`src/rtl/cond_pkg.sv`:
```
// Shared condition-code definitions: ARM condition encodings, flag bit
// positions and default widths used by the issue queue and later stages.
package cond_pkg;

    localparam int DEFAULT_DATA_W = 32;
    localparam int DEFAULT_DEPTH  = 4;

    typedef enum logic [3:0] {
        COND_EQ = 4'h0, COND_NE = 4'h1, COND_CS = 4'h2, COND_CC = 4'h3,
        COND_MI = 4'h4, COND_PL = 4'h5, COND_VS = 4'h6, COND_VC = 4'h7,
        COND_HI = 4'h8, COND_LS = 4'h9, COND_GE = 4'hA, COND_LT = 4'hB,
        COND_GT = 4'hC, COND_LE = 4'hD, COND_AL = 4'hE, COND_NV = 4'hF
    } cond_e;

    // Positions inside the 4-bit flags nibble {N,Z,C,V}
    localparam int FLAG_N = 3;
    localparam int FLAG_Z = 2;
    localparam int FLAG_C = 1;
    localparam int FLAG_V = 0;

    // Positions inside the 32-bit status register
    localparam int CPSR_N = 31;
    localparam int CPSR_V = 28;

    function automatic logic [3:0] cpsr_flags(input logic [31:0] cpsr);
        return cpsr[CPSR_N:CPSR_V];
    endfunction

endpackage

```
`src/rtl/cond_eval.sv`:
```
// Combinational ARM condition check: pass=1 when the condition holds for
// the given {N,Z,C,V} flags. NV never passes.
module cond_eval
    import cond_pkg::*;
(
    input  logic [3:0] cond,
    input  logic [3:0] flags,
    output logic       pass
);

    logic n, z, c, v;

    assign n = flags[FLAG_N];
    assign z = flags[FLAG_Z];
    assign c = flags[FLAG_C];
    assign v = flags[FLAG_V];

    always_comb begin
        pass = 1'b0;
        case (cond_e'(cond))
            COND_EQ: pass = z;
            COND_NE: pass = !z;
            COND_CS: pass = c;
            COND_CC: pass = !c;
            COND_MI: pass = n;
            COND_PL: pass = !n;
            COND_VS: pass = v;
            COND_VC: pass = !v;
            COND_HI: pass = c && !z;
            COND_LS: pass = !c || z;
            COND_GE: pass = (n == v);
            COND_LT: pass = (n != v);
            COND_GT: pass = !z && (n == v);
            COND_LE: pass = z || (n != v);
            COND_AL: pass = 1'b1;
            COND_NV: pass = 1'b0;
            default: pass = 1'b0;
        endcase
    end

endmodule

```
`src/rtl/cond_issue_queue.sv`:
```
// Circular issue queue whose head instruction is checked against the live
// status flags at dequeue time; failed heads are dropped or forwarded killed.
module cond_issue_queue
    import cond_pkg::*;
#(
    parameter int DATA_W    = DEFAULT_DATA_W,
    parameter int DEPTH     = DEFAULT_DEPTH,
    parameter int KILL_MODE = 0
) (
    input  logic                    clk,
    input  logic                    rstN,
    input  logic                    inValid,
    output logic                    inReady,
    input  logic [DATA_W-1:0]       dataIn,
    output logic                    outValid,
    input  logic                    outReady,
    output logic [DATA_W-1:0]       dataOut,
    output logic                    killOut,
    input  logic [31:0]             cpsr,
    input  logic                    flagsValid,
    input  logic                    flush,
    output logic [$clog2(DEPTH):0]  count,
    output logic [15:0]             issueCount,
    output logic [15:0]             squashCount
);

    localparam int IDX_W = $clog2(DEPTH);
    localparam int PTR_W = IDX_W + 1;

    logic [DATA_W-1:0] mem_reg [DEPTH];
    logic [PTR_W-1:0]  wr_ptr_reg, rd_ptr_reg;
    logic [15:0]       issue_cnt_reg, squash_cnt_reg;

    logic              empty, full, enq, deq;
    logic              head_live, head_pass;
    logic [DATA_W-1:0] head;

    assign empty = (wr_ptr_reg == rd_ptr_reg);
    assign full  = (wr_ptr_reg[IDX_W] != rd_ptr_reg[IDX_W]) &&
                   (wr_ptr_reg[IDX_W-1:0] == rd_ptr_reg[IDX_W-1:0]);
    assign head  = mem_reg[rd_ptr_reg[IDX_W-1:0]];

    cond_eval u_cond_eval (
        .cond  (head[DATA_W-1 -: 4]),
        .flags (cpsr_flags(cpsr)),
        .pass  (head_pass)
    );

    // A head is only acted on while the flags are trustworthy
    assign head_live = !empty && flagsValid;
    assign outValid  = head_live && (head_pass || KILL_MODE != 0);
    assign killOut   = outValid && !head_pass;
    assign dataOut   = outValid ? head : '0;
    assign inReady   = !full;
    assign count     = wr_ptr_reg - rd_ptr_reg;

    assign enq = inValid && !full && !flush;
    // Failing heads in drop mode leave without a downstream handshake
    assign deq = head_live && (outValid ? outReady : 1'b1);

    generate
        for (genvar gi = 0; gi < DEPTH; gi++) begin : g_entry
            always_ff @(posedge clk or negedge rstN) begin
                if (!rstN) begin
                    mem_reg[gi] <= '0;
                end else if (enq && wr_ptr_reg[IDX_W-1:0] == IDX_W'(gi)) begin
                    mem_reg[gi] <= dataIn;
                end
            end
        end
    endgenerate

    always_ff @(posedge clk or negedge rstN) begin
        if (!rstN) begin
            wr_ptr_reg     <= '0;
            rd_ptr_reg     <= '0;
            issue_cnt_reg  <= '0;
            squash_cnt_reg <= '0;
        end else if (flush) begin
            wr_ptr_reg <= '0;
            rd_ptr_reg <= '0;
        end else begin
            if (enq) wr_ptr_reg <= wr_ptr_reg + 1'b1;
            if (deq) begin
                rd_ptr_reg <= rd_ptr_reg + 1'b1;
                if (head_pass) issue_cnt_reg  <= issue_cnt_reg + 1'b1;
                else           squash_cnt_reg <= squash_cnt_reg + 1'b1;
            end
        end
    end

    assign issueCount  = issue_cnt_reg;
    assign squashCount = squash_cnt_reg;

endmodule

```
`config.mk`:
```
export PLATFORM = sky130hd
export DESIGN_NAME = cond_issue_queue
export DESIGN_NICKNAME = d
export VERILOG_FILES = /design/src/rtl/cond_pkg.sv /design/src/rtl/cond_eval.sv /design/src/rtl/cond_issue_queue.sv
export SDC_FILE = /design/constraint.sdc
export NUM_CORES = 1
export LEC_CHECK = 0
export CORE_ASPECT_RATIO = 0.8
export CORE_UTILIZATION = 50
export DETAILED_ROUTE_END_ITERATION = 8
export DONT_BUFFER_PORTS = 1
export GPL_ROUTABILITY_DRIVEN = 0
export HOLD_SLACK_MARGIN = 0.1
export PLACE_DENSITY = 0.74
export SLEW_MARGIN = 5
export SYNTH_ARGS = -nofsm -noshare
export SYNTH_HDL_FRONTEND = slang
export SYNTH_SLANG_ARGS = --single-unit
export TNS_END_PERCENT = 10
```
`constraint.sdc`:
```
create_clock -name clk -period 2.8 [get_ports clk]
set_input_delay 0.56 -clock clk [delete_from_list [all_inputs] [get_ports clk]]
set_output_delay 0.56 -clock clk [all_outputs]
set_load 0.02 [all_outputs]
```
==> impl_metrics.toml, run 1 <==
[clock_network]
cts_buffers = 17
root_buffer = "clkbuf_16"
clock_path_buffers = 2
path_clk_slew_ns = 0.06
ctsHtreeMaxLevel = 4
clkSinkCount = 166
cts_tree = "built"
insertion_delay_ns = 0.42

[final_layout]
multiInputGateArea_sq_mm = 0.00376
largest_reg_flops = 128
seqCellArea_sq_mm = 0.00416
final_nets = 663
diodes = 0
fill_cells = 1174
most-common-layout-cells = "dfrtp_1, mux2_2, buf_4"
final_common_cell = "dfrtp_1"
area_delta_synth_final_pct = 15.4
drive_gt1_share_pct = 48.0

[synthesis]
synth-edff-count = 0
synth_top_area_cell = "dfrtp_1"
synth_seq_cells = 166
yosys-top-cells-area = "dfrtp_1, mux2_2, mux4_2, and3_1, xnor2_1"
synthesis.nets = 643
synth_top_area_share_pct = 52.6
syn_area_sq_mm = 0.00790
syn_area_per_cell_sq_um = 14.0
async_flop_share_pct = 100
synth_warnings = 0
ys_seq_area_share_pct = 52.6
synth_flop_cell = "dfrtp_1"
synthCells = 563
synthDistinctLibCells = 41

[floorplanning]
core_area_sq_mm = 0.0152
ios = 140
die-area_sq_mm = 0.0163
rows = 40
die_width_microns = 143
die_h_microns = 114
start_util_pct = 51.9

[drt]
vias = 4666
detail-route-antenna-nets = 0
drtPass1Iterations = 4
wl_per_cell_microns = 21.0
via_per_inst = 5.79
wl_mm = 16.9
drc_errors = 0
drtIter0Drc = 219

[sta]
period_needed_ns = 3.41
holdWs_ns = -0.161
hold_violations = 166
fmax_mhz = 294
grt_setup_unrepaired = "yes"
fin_crit_sh_pct = 122
timing.final.ws_setup_ns = -0.605
final.setup.tns_ns = -19.66
setup_viol = 44
timing.clock.skew_ns = 0.00591
drv_slew = 0

[critical_path]
r2r_end = "squashCount[1]"
r2r_setup_slack_ns = -0.11
r2r_start = "rd_ptr_reg[0]"
crit_path_start_kind = "register"
crit_fanout = 29
rr_worst_depth = 9
worst_setup_path_end_kind = "primary output"
critPathRequiredTime_ns = 2.24
startpoint = "rd_ptr_reg[0]"
arrival_ns = 2.85
worstSetupPathType = "register to primary output"

[global_route]
grt_pass1_wl_mm = 27.1
grt_max_degree = 167
grt_usage_pct = 22.4
met3_usage_pct = 6.44
grt_busiest_layer = "met2"
grt_use_met1_pct = 29.5
gr-total-overflow = 0
grtUsageMet2_pct = 36.0
antenna_found_initial = 0
grt_pass1_vias = 5112

[power]
cellPowerDensity_mw_per_mm2 = 915
leakagePower_nw = 4.04
finalPower_mw = 8.34
ir_drop_mv = 0.534

[run_status]
violations = "negative hold slack, negative setup slack"
status = "finished with violations"

[min_path]
hp-class = "input port to async pin"

[placed_design]
io_buffers = 0
dpl.hpwl_mm = 11.1

[job]
drv_cap = 0
[stage by stage]
step	cells	setup WS, ns	util [%]	hold slack, ns	instance area [sq um]
detailed placement	771	-0.259	55.9	0.272	8500
global placement	771	-0.209	55.9	0.273	8500
floorplan	563	-0.157	-	0.264	8110
finish	806	-0.605	59.9	-0.161	9120
CTS	806	-0.616	59.9	-0.185	9110
global route	806	-0.719	59.9	-0.186	9120
[synthesized netlist by cell type, drive strengths merged (2+ instances only)]
master  number
mux4        32
nand2b       3
nand4       11
inv          8
ha           9
nand3        9
nor2         9
nand2       23
a21oi        3
nor4b        5
mux2i        3
o21ai        2
a31oi        2
clkbuf      17
and2         2
nor3         5
dfrtp      166
and3        42
xnor2       18
nor4         6
nor2b        4
mux2       132
xor2        18
nor3b        2
and4         4
buf         19
[power breakdown]
| part | internal, mW | leakage, nW | total [mW] | switching (mW) |
|---|---|---|---|---|
| sequential | 3.00 | 2.12 | 3.40 | 0.406 |
| combinational | 1.37 | 1.66 | 2.63 | 1.26 |
| clock | 1.34 | 0.270 | 2.31 | 0.967 |
[final cells by class]
class                      instances  share of cell area (%)
clock buffer                      21                    4.94
timing repair buffer              37                    3.59
sequential                       166                    45.6
multi-input combinational        353                    41.3
tap                              210                    2.88
clock inverter                    11                    1.39
inverter                           8                   0.329
[how the worst max path moves through the flow]
stage                        to  cells after the start
finish              dataOut[10]                      8
CTS                 dataOut[10]                      8
floorplan           dataOut[30]                      9
detailed placement  dataOut[10]                      7
global route        dataOut[10]                      8
global placement    dataOut[17]                      7
[cells by family after synthesis]
logic type,synth area share [%]
xor gates and xnor gates,3.99
and+or+nand+nor,10.3
other,0.0474
buffers and inverters,2.36
AOI/OAI and AO/OA,0.792
muxes,28.3
DFF,52.6
adders and majority gates,1.68
[critical path, stage by stage (launching register included)]
cell     delay, ns
dfrtp_2       0.41
buf_4         0.15
mux4_2        0.59
mux2i_2       0.25
mux2i_1       0.20
a31oi_1       0.08
a31oi_4       0.24
buf_12        0.23
and3_4        0.25
[layer usage]
| layer | part of all wire (%) | up-vias |
|---|---|---|
| met5 | 0 | - |
| met1 | 45 | 2442 |
| li1 | - | 2105 |
| met3 | 5.6 | 15 |
| met2 | 48 | 104 |
| met4 | 1.1 | 0 |
[repair_timing]
item / 4_1_cts / 5_1_grt
setup endpoints to repair: 67 / 68
pin swaps: 2 / 0
hold endpoints to repair: 166 / 166
cloned: 0 / 0
gates resized for setup: 1 / 4
buffers inserted: 3 / 0
(Power assumes the default switching activity.)
==> run 2, diff against run 1 <==
--- a/config.mk
+++ b/config.mk
@@ -5,6 +5,7 @@
 export SDC_FILE = /design/constraint.sdc
 export NUM_CORES = 1
 export LEC_CHECK = 0
+export CAP_MARGIN = 20
 export CORE_ASPECT_RATIO = 0.8
 export CORE_UTILIZATION = 50
 export DETAILED_ROUTE_END_ITERATION = 8
@@ -12,6 +13,7 @@
 export GPL_ROUTABILITY_DRIVEN = 0
 export HOLD_SLACK_MARGIN = 0.1
 export PLACE_DENSITY = 0.74
+export RECOVER_POWER = 100
 export SLEW_MARGIN = 5
 export SYNTH_ARGS = -nofsm -noshare
 export SYNTH_HDL_FRONTEND = slang
==> impl_metrics.toml, run 2 (synthesized netlist as in run 1, its figures left out) <==
[drt]
vias = 4666
detail-route-antenna-nets = 0
drtPass1Iterations = 4
via_per_inst = 5.79
wl_mm = 16.9
wl_per_cell_microns = 21.0
drc_errors = 0
drtIter0Drc = 219

[sta]
timing.final.ws_setup_ns = -0.605
setup_viol = 45
holdWs_ns = -0.161
drv_slew = 0
grt_setup_unrepaired = "yes"
fmax_mhz = 294
final.setup.tns_ns = -19.81
hold_violations = 166
timing.clock.skew_ns = 0.00591
period_needed_ns = 3.41
fin_crit_sh_pct = 122

[placed_design]
dp_slack_ns = -0.259
dpl.hpwl_mm = 11.1
io_buffers = 0

[final_layout]
drive_gt1_share_pct = 47.7
fill_cells = 1174
multiInputGateArea_sq_mm = 0.00376
final_common_cell = "dfrtp_1"
diodes = 0
final_nets = 663
seqCellArea_sq_mm = 0.00416
area_delta_synth_final_pct = 15.3
largest_reg_flops = 128
most-common-layout-cells = "dfrtp_1, mux2_2, mux4_2, and3_4, buf_4"

[global_route]
grt_pass1_vias = 5112
grtUsageMet2_pct = 36.0
gr-total-overflow = 0
met3_usage_pct = 6.44
grt_busiest_layer = "met2"
grt_max_degree = 167
grt_usage_pct = 22.4
antenna_found_initial = 0
grt_use_met1_pct = 29.5
grt_pass1_wl_mm = 27.1

[job]
drv_cap = 0

[critical_path]
startpoint = "rd_ptr_reg[0]"
r2r_start = "rd_ptr_reg[1]"
arrival_ns = 2.85
worstSetupPathType = "register to primary output"
crit_path_start_kind = "register"
worst_setup_path_end_kind = "primary output"
critPathRequiredTime_ns = 2.24
crit_fanout = 29

[clock_network]
insertion_delay_ns = 0.42
ctsHtreeMaxLevel = 4
cts_buffers = 17
cts_tree = "built"
clkSinkCount = 166
path_clk_slew_ns = 0.06
clock_path_buffers = 2
root_buffer = "clkbuf_16"

[run_status]
status = "finished with violations"
violations = "negative hold slack, negative setup slack"

[power]
ir_drop_mv = 0.534
leakagePower_nw = 4.04
cellPowerDensity_mw_per_mm2 = 915

[floorplanning]
start_util_pct = 51.9
die_h_microns = 114
die_width_microns = 143
die-area_sq_mm = 0.0163
ios = 140
core_area_sq_mm = 0.0152
rows = 40

[min_path]
hp-class = "input port to async pin"
## run 2: per-stage QoR
stage	instance area [sq um]	power, mW	hold WS [ns]	utilization, %	std cells
after floorplan	8110	5.39	0.264	-	563
after global placement	8500	5.90	0.273	55.9	771
after detailed placement	8500	6.06	0.272	55.9	771
after CTS	9110	8.41	-0.185	59.9	806
after global routing	9110	8.77	-0.186	59.9	806
final	9110	8.34	-0.161	59.9	806
## run 2: timing repair
action                                  CTS  global route
endpoints found under the setup margin   67            68
gates resized for setup                   1             4
endpoints found under the hold margin   166           166
pin swaps                                 2             0
buffers inserted                          3             0
## run 2: metal layers
metal / vias to the layer above / routed length (microns)
li1: 2105 / -
met1: 2442 / 7590
met2: 104 / 8170
met3: 15 / 948
met4: 0 / 180
met5: - / 0
## run 2: cell type report
class | count | share of cell area, %
tap | 210 | 2.88
sequential | 166 | 45.6
clock buffer | 21 | 4.94
clock inverter | 11 | 1.39
inverter | 8 | 0.329
timing repair buffer | 37 | 3.56
multi-input combinational | 353 | 41.3
## run 2: power breakdown
| part | leakage (nW) | switching [mW] | internal, mW | total (mW) |
|---|---|---|---|---|
| Clock | 0.270 | 0.967 | 1.34 | 2.31 |
| Sequential | 2.12 | 0.406 | 3.00 | 3.40 |
| Combinational | 1.65 | 1.26 | 1.37 | 2.63 |
## run 2: critical path: stages, from the launching register on
cell	delay, ns
dfrtp_2	0.41
buf_4	0.15
mux4_2	0.59
mux2i_2	0.25
mux2i_1	0.20
a31oi_1	0.08
a31oi_4	0.24
buf_12	0.23
and3_4	0.25
## run 2: final timing paths
check	end	slack, ns	cells past startpoint
setup / recovery	dataOut[10]	-0.61	8
hold / removal	mem_reg[121]	-0.16	0
setup reg to reg	squashCount[1]	-0.12	9
hold reg to reg	mem_reg[15]	0.50	1
max in group asynchronous	issueCount[12]	2.68	0
min in group clk	wr_ptr_reg[1]	0.20	1
